==> config.mk <==
export PLATFORM = sky130hd
export DESIGN_NAME = tetris_move_ctrl
export DESIGN_NICKNAME = d
export VERILOG_FILES = /design/src/rtl/tetris_pkg.sv /design/src/rtl/key_edge_repeat.sv /design/src/rtl/tetris_move_ctrl.sv
export SDC_FILE = /design/constraint.sdc
export NUM_CORES = 1
export LEC_CHECK = 0
export ABC_AREA = 1
export BUFFER_PORTS_ARGS = -buffer_cell sky130_fd_sc_hd__buf_4
export CAP_MARGIN = 20
export CORE_MARGIN = 5
export CORE_UTILIZATION = 43
export CTS_CLUSTER_DIAMETER = 30
export DETAILED_ROUTE_END_ITERATION = 10
export GPL_ROUTABILITY_DRIVEN = 0
export SLEW_MARGIN = 20
export SYNTH_ARGS = -nofsm -noshare
export SYNTH_HDL_FRONTEND = slang
export SYNTH_HIERARCHICAL = 1
export SYNTH_SLANG_ARGS = --single-unit
export TNS_END_PERCENT = 5
==> constraint.sdc <==
create_clock -name clk -period 4.9 [get_ports clk]
set_input_delay 0.49 -clock clk [delete_from_list [all_inputs] [get_ports clk]]
set_output_delay 0.49 -clock clk [all_outputs]
set_load 0.01 [all_outputs]
==> src/rtl/tetris_pkg.sv <==
// Shared definitions for the falling-piece motion sequencer.
//   state_t : sequencer states (IDLE, PROPOSE, WAIT, COMMIT, LOCK)
//   move_t  : move kinds. The encoding doubles as the bit index of each
//             pending flag and as the arbitration priority (0 = highest).
//   TETRIS_* constants : default playfield size and spawn point.
package tetris_pkg;

  typedef enum logic [2:0] {
    IDLE    = 3'd0,
    PROPOSE = 3'd1,
    WAIT    = 3'd2,
    COMMIT  = 3'd3,
    LOCK    = 3'd4
  } state_t;

  typedef enum logic [2:0] {
    MV_GRAV  = 3'd0,
    MV_ROT   = 3'd1,
    MV_LEFT  = 3'd2,
    MV_RIGHT = 3'd3,
    MV_DOWN  = 3'd4
  } move_t;

  localparam int TETRIS_BOARD_W = 10;
  localparam int TETRIS_BOARD_H = 20;
  localparam int TETRIS_SPAWN_X = 4;
  localparam int TETRIS_SPAWN_Y = 0;

  // Downward moves lock the piece when they fail; sideways/rotate are dropped.
  function automatic logic is_fall(input move_t m);
    return (m == MV_GRAV) || (m == MV_DOWN);
  endfunction

endpackage

==> src/rtl/key_edge_repeat.sv <==
// Per-key request generator: one-cycle pulse on the rising edge of a key level,
// plus an optional autorepeat pulse every REPEAT_CYCLES cycles while held.
// Autorepeat exists only when MOVE_AUTOREPEAT_EN is defined and REPEAT_EN is 1.
// Ports:
//   clk    in  system clock
//   rst_n  in  asynchronous active-low reset
//   key    in  key level from keyboard decode
//   pulse  out request pulse (edge or repeat), combinational from key/key_q
module key_edge_repeat #(
  parameter int REPEAT_CYCLES = 8,
  parameter bit REPEAT_EN     = 1'b0
) (
  input  logic clk,
  input  logic rst_n,
  input  logic key,
  output logic pulse
);

`ifdef MOVE_AUTOREPEAT_EN
  localparam bit BUILD_RPT = 1'b1;
`else
  localparam bit BUILD_RPT = 1'b0;
`endif
  localparam bit RPT_ON = BUILD_RPT & REPEAT_EN;
  localparam int CW     = $clog2(REPEAT_CYCLES + 1);

  logic          key_q;
  logic [CW-1:0] cnt;
  logic          held;
  logic          rpt;

  assign held = key & key_q;
  assign rpt  = RPT_ON && held && (cnt == CW'(REPEAT_CYCLES - 1));
  assign pulse = (key & ~key_q) | rpt;

  always_ff @(posedge clk or negedge rst_n) begin
    if (!rst_n) begin
      key_q <= 1'b0;
      cnt   <= '0;
    end else begin
      key_q <= key;
      // Counts held cycles since the edge or last repeat; release restarts it.
      if (RPT_ON && held)
        cnt <= rpt ? '0 : cnt + CW'(1);
      else
        cnt <= '0;
    end
  end

endmodule

==> src/rtl/tetris_move_ctrl.sv <==
// Falling-piece motion sequencer. Latches key/gravity requests as pending
// flags, serves one at a time (gravity > rotate > left > right > down),
// proposes the candidate to the collision checker over chk_req/chk_ack,
// commits accepted moves and locks/respawns the piece on a failed fall.
// Optional build macro: MOVE_AUTOREPEAT_EN (left/right autorepeat).
// Ports:
//   clk, rst_n                    clock, asynchronous active-low reset
//   left, right, down, ro         key levels
//   grav_tick                     one-cycle gravity pulse
//   chk_req, cand_x/y/rot         candidate toward the checker (registered)
//   chk_ack, chk_ok               checker response, ok sampled with ack
//   pos_x, pos_y, rot             committed position/rotation
//   lock                          one-cycle pulse with the respawn position
//   busy                          high whenever the sequencer is not IDLE
module tetris_move_ctrl
  import tetris_pkg::*;
#(
  parameter int X_W           = 5,
  parameter int Y_W           = 5,
  parameter int ROT_W         = 2,
  parameter int BOARD_W       = TETRIS_BOARD_W,
  parameter int BOARD_H       = TETRIS_BOARD_H,
  parameter int SPAWN_X       = TETRIS_SPAWN_X,
  parameter int SPAWN_Y       = TETRIS_SPAWN_Y,
  parameter int REPEAT_CYCLES = 8
) (
  input  logic             clk,
  input  logic             rst_n,
  input  logic             left,
  input  logic             right,
  input  logic             down,
  input  logic             ro,
  input  logic             grav_tick,
  output logic             chk_req,
  output logic [X_W-1:0]   cand_x,
  output logic [Y_W-1:0]   cand_y,
  output logic [ROT_W-1:0] cand_rot,
  input  logic             chk_ack,
  input  logic             chk_ok,
  output logic [X_W-1:0]   pos_x,
  output logic [Y_W-1:0]   pos_y,
  output logic [ROT_W-1:0] rot,
  output logic             lock,
  output logic             busy
);

  logic left_evt, right_evt, down_evt, ro_evt;

  key_edge_repeat #(.REPEAT_CYCLES(REPEAT_CYCLES), .REPEAT_EN(1'b1)) u_left (
    .clk(clk), .rst_n(rst_n), .key(left), .pulse(left_evt));
  key_edge_repeat #(.REPEAT_CYCLES(REPEAT_CYCLES), .REPEAT_EN(1'b1)) u_right (
    .clk(clk), .rst_n(rst_n), .key(right), .pulse(right_evt));
  key_edge_repeat #(.REPEAT_CYCLES(REPEAT_CYCLES), .REPEAT_EN(1'b0)) u_down (
    .clk(clk), .rst_n(rst_n), .key(down), .pulse(down_evt));
  key_edge_repeat #(.REPEAT_CYCLES(REPEAT_CYCLES), .REPEAT_EN(1'b0)) u_ro (
    .clk(clk), .rst_n(rst_n), .key(ro), .pulse(ro_evt));

  state_t state, state_nx;
  move_t  mv, win;
  logic [4:0] pend, set, clr;
  logic             ld_cand, local_rej;
  logic [X_W-1:0]   nx_x;
  logic [Y_W-1:0]   nx_y;
  logic [ROT_W-1:0] nx_r;

  // Bit positions follow move_t.
  assign set = {down_evt, right_evt, left_evt, ro_evt, grav_tick};

  // Fixed-priority pick among pending flags.
  always_comb begin
    win = MV_DOWN;
    if      (pend[0]) win = MV_GRAV;
    else if (pend[1]) win = MV_ROT;
    else if (pend[2]) win = MV_LEFT;
    else if (pend[3]) win = MV_RIGHT;
  end

  // Candidate for the winning move and whether it can be refused without
  // asking the checker (playfield walls and floor).
  always_comb begin
    nx_x      = pos_x;
    nx_y      = pos_y;
    nx_r      = rot;
    local_rej = 1'b0;
    unique case (win)
      MV_GRAV, MV_DOWN: begin
        nx_y      = pos_y + Y_W'(1);
        local_rej = (pos_y == Y_W'(BOARD_H - 1));
      end
      MV_ROT:   nx_r = rot + ROT_W'(1);
      MV_LEFT: begin
        nx_x      = pos_x - X_W'(1);
        local_rej = (pos_x == '0);
      end
      MV_RIGHT: begin
        nx_x      = pos_x + X_W'(1);
        local_rej = (pos_x == X_W'(BOARD_W - 1));
      end
      default: ;
    endcase
  end

  always_comb begin
    state_nx = state;
    clr      = '0;
    ld_cand  = 1'b0;
    unique case (state)
      IDLE: begin
        if (|pend) begin
          if (!local_rej) begin
            ld_cand  = 1'b1;
            state_nx = PROPOSE;
          end else if (is_fall(win)) begin
            state_nx = LOCK;
          end else begin
            clr = 5'b00001 << win;
          end
        end
      end
      PROPOSE: state_nx = WAIT;
      WAIT: begin
        if (chk_ack) begin
          if (chk_ok) begin
            state_nx = COMMIT;
          end else if (is_fall(mv)) begin
            state_nx = LOCK;
          end else begin
            clr      = 5'b00001 << mv;
            state_nx = IDLE;
          end
        end
      end
      COMMIT: begin
        clr      = 5'b00001 << mv;
        state_nx = IDLE;
      end
      LOCK: begin
        clr      = '1;
        state_nx = IDLE;
      end
      default: state_nx = IDLE;
    endcase
  end

  always_ff @(posedge clk or negedge rst_n) begin
    if (!rst_n) begin
      state <= IDLE;
    end else begin
      state <= state_nx;
    end
  end

  // A new request in the same cycle as its clear wins, so nothing is lost.
  always_ff @(posedge clk or negedge rst_n) begin
    if (!rst_n) begin
      pend     <= '0;
      mv       <= MV_GRAV;
      chk_req  <= 1'b0;
      cand_x   <= '0;
      cand_y   <= '0;
      cand_rot <= '0;
      pos_x    <= X_W'(SPAWN_X);
      pos_y    <= Y_W'(SPAWN_Y);
      rot      <= '0;
      lock     <= 1'b0;
      busy     <= 1'b0;
    end else begin
      pend    <= (pend & ~clr) | set;
      chk_req <= (state_nx == PROPOSE) || (state_nx == WAIT);
      busy    <= (state_nx != IDLE);
      lock    <= (state == LOCK);
      if (ld_cand) begin
        mv       <= win;
        cand_x   <= nx_x;
        cand_y   <= nx_y;
        cand_rot <= nx_r;
      end
      if (state == COMMIT) begin
        pos_x <= cand_x;
        pos_y <= cand_y;
        rot   <= cand_rot;
      end else if (state == LOCK) begin
        pos_x <= X_W'(SPAWN_X);
        pos_y <= Y_W'(SPAWN_Y);
        rot   <= '0;
      end
    end
  end

endmodule
==> out/results.txt <==
status: finished clean
Slew @ Worst Pin: 0.572 ns
Global Route Usage Sum: 16.4%
clk buf depth: 2
Switching Share: 42.5%
CP Cell Sequence: nor2_4, inv_1, nor2_1, inv_1, fa_1, inv_1, nor2_1, o21ai_0, nand4_1, nand3_2, nand2_1
PD cells: 588 nW/um2
number of global-route vias before repair: 1818
most frequent cell after synthesis: nand2_1
Die Width: 82.4 um
Synth top area share: 45.5%
sequential share of power: 36.9%
hold buffers post-CTS: 0
CTS tree: built
Crit path top cell by count: inv_1
R2R depth: 11
Int Power: 904 uW
port bufs: 35
peak supply drop: 277 uV
CTS resizes: 0
Detailed Route WL: 4790 um
vias per std cell: 4.89
Post-Place Cells: 364
P_sw: 668 uW
LEAKAGE: 0.00133 uW
synth top area cells: dfrtp_1 (46%), nand2_1 (9.2%), inv_1 (6.0%)
Synth top cells by count: nand2_1 (55), dfrtp_1 (41), inv_1 (36), nand3_1 (22), nor2_1 (17)
Initial DRC Count: 83
cell taking the most area after synthesis: dfrtp_1
Most used DFF post-synth: dfrtp_1
gr ovfl total: 0
core area: 5110 um2
Setup Skew: 0.00546 ns
register area share after synthesis: 46.7%
Syn-to-layout area delta: 18.7%
Post-CTS Setup Inserts: 0
multi-input logic area: 997 um2
Hold Path Class: in -> async
aggregate negative setup slack: 0 ns
fmax: 481 MHz
Largest stage delay, worst path: 0.44 ns
RSZ-0062 raised after global routing: no
# IOs: 36
headroom to the max-slew limit: 61.9%
post-synthesis compound-gate area fraction: 10.1%
DP Wirelength: 3560 um
xor/xnor cell area share of the yosys netlist: 3.11%
layout cells sized above 1: 24.5%
final cell count without fillers: 372
syn nets: 277
Fillers: 513
CP max-delay cell: dfrtp_1
# rows: 26
crit-path max FO: 6
Root Driver: clkbuf_8
die area: 6790 um2
YS warnings: 6
vias post-DR: 1820
initial antenna violation count: 0
Clock power frac: 16.5%
clk_lat worst skew: 0.29 ns
clk sinks: 42
chip height: 82.4 um
WL/cell: 12.9 um
Netlist cell types: 36
Combinational Power Share: 46.6%
first-pass GRT wire length: 8450 um
Async SR Flop Fraction: 100%
Post-Synthesis Cells: 263
Tmin final: 2.08 ns
Initial Utilization: 44.1%
Storage cell area: 1050 um2
FF+latch count, synth: 42
post-layout util: 52.4%
combinational family with the most area after synthesis: simple AND/OR/NAND/NOR gates
remaining antenna violation count: 0
Post-synth EDFFs: 0
critical path startpoint category: flip-flop
Avg Cell Area, Syn: 8.57 um2
pin count of the biggest net entering global routing: 43
synthesized cell area: 2250 um2
CP endpoint kind: flip-flop
Num CTS Buffers: 5
post-synthesis mux area share: 0%
CP Data Required Time: 5.09 ns
Synth Area in Simple Gates: 27.9%
htree depth: 2
n_diodes: 0
Final setup viols: 0
Max Slew Vio Count: 0
Arr. time, crit path: 2.27 ns
Final Hold Viols: 0
fin crit share: 42.4%
clock-pin slew on the worst setup and hold paths: 0.08 ns
Adder-Cell Fraction of Synth Area: 3.11%
WS Path Type: reg -> reg
Final #Nets: 315
DRC Markers: 0
Max Cap Viol: 0
drt pass-1 iters: 4
[cell families after synthesis]
| kind of cell | after synthesis |
|---|---|
| XOR/XNOR | 8 |
| AND/OR/NAND/NOR | 126 |
| flip-flops | 42 |
| buffers and inverters | 45 |
| adder cells (fa/ha/maj) | 5 |
| AO/OA/AOI/OAI | 37 |
[registers in the layout, indices dropped and copies added, names as in the netlist, 3 cells and up]
register,flops
pend,5
mv,3
cand_x,5
state,3
cand_y,5
pos_x,5
pos_y,5
[final timing paths]
kind	start	to	slack [ns]
min in group clk	left	u_left/key_q	0.31
setup reg to reg	pend[0]	cand_x[4]	2.82
hold reg to reg	u_ro/key_q	pend[1]	0.49
setup / recovery	pend[0]	cand_x[4]	2.82
hold / removal	rst_n	u_right/key_q	0.17
max in group asynchronous	rst_n	pos_x[2]	4.35
[area by class of cell]
class | instances | share of cell area, %
clock buffers | 8 | 4.12
inverters | 40 | 5.85
multi-input cells | 176 | 37.3
flip-flops and latches | 42 | 39.4
well taps | 70 | 3.28
repair buffers | 36 | 10.1
[worst max-delay path, delay by kind of cell (launching register included)]
| family | cells | cell delay, ns |
|---|---|---|
| simple gates | 6 | 0.66 |
| flops | 1 | 0.44 |
| fa+ha+maj | 1 | 0.41 |
| buf+inv | 3 | 0.27 |
| compound gates | 1 | 0.19 |
[power by group through the flow]
stage	Combinational (uW)	Clock (uW)	Sequential, uW
after floorplan	490	0	604
after global placement	739	0	589
after detailed placement	742	0	590
after CTS	745	269	583
after global routing	836	287	600
final	732	259	581
[layer usage]
| metal | part of all wire (%) | track usage [%] |
|---|---|---|
| met2 | 47 | 26.3 |
| met4 | 2.0 | 6.15 |
| met3 | 4.8 | 3.90 |
| met1 | 46 | 21.4 |
| met5 | 0 | 0 |
[metrics by stage]
| stage | setup slack [ns] | hold slack [ns] | instance area [um2] | power, uW |
|---|---|---|---|---|
| 2_1_floorplan | 3.00 | 0.194 | 2250 | 1090 |
| 6_report | 2.82 | 0.175 | 2670 | 1570 |
| 5_1_grt | 2.58 | 0.222 | 2670 | 1720 |
| 3_5_place_dp | 2.82 | 0.482 | 2560 | 1330 |
| 4_1_cts | 2.79 | 0.194 | 2670 | 1600 |
| 3_3_place_gp | 2.89 | 0.476 | 2560 | 1330 |
[cell usage in the layout (no fill, tap or decap), types with 8 or more instances in the layout]
cell and n:
clkbuf_8 8, o21ai_0 12, inv_1 36, nand4_1 9, dfrtp_1 41, nor2_1 17, buf_4 36, nand3_1 22
nand2_1 55
(Power assumes the default switching activity.)
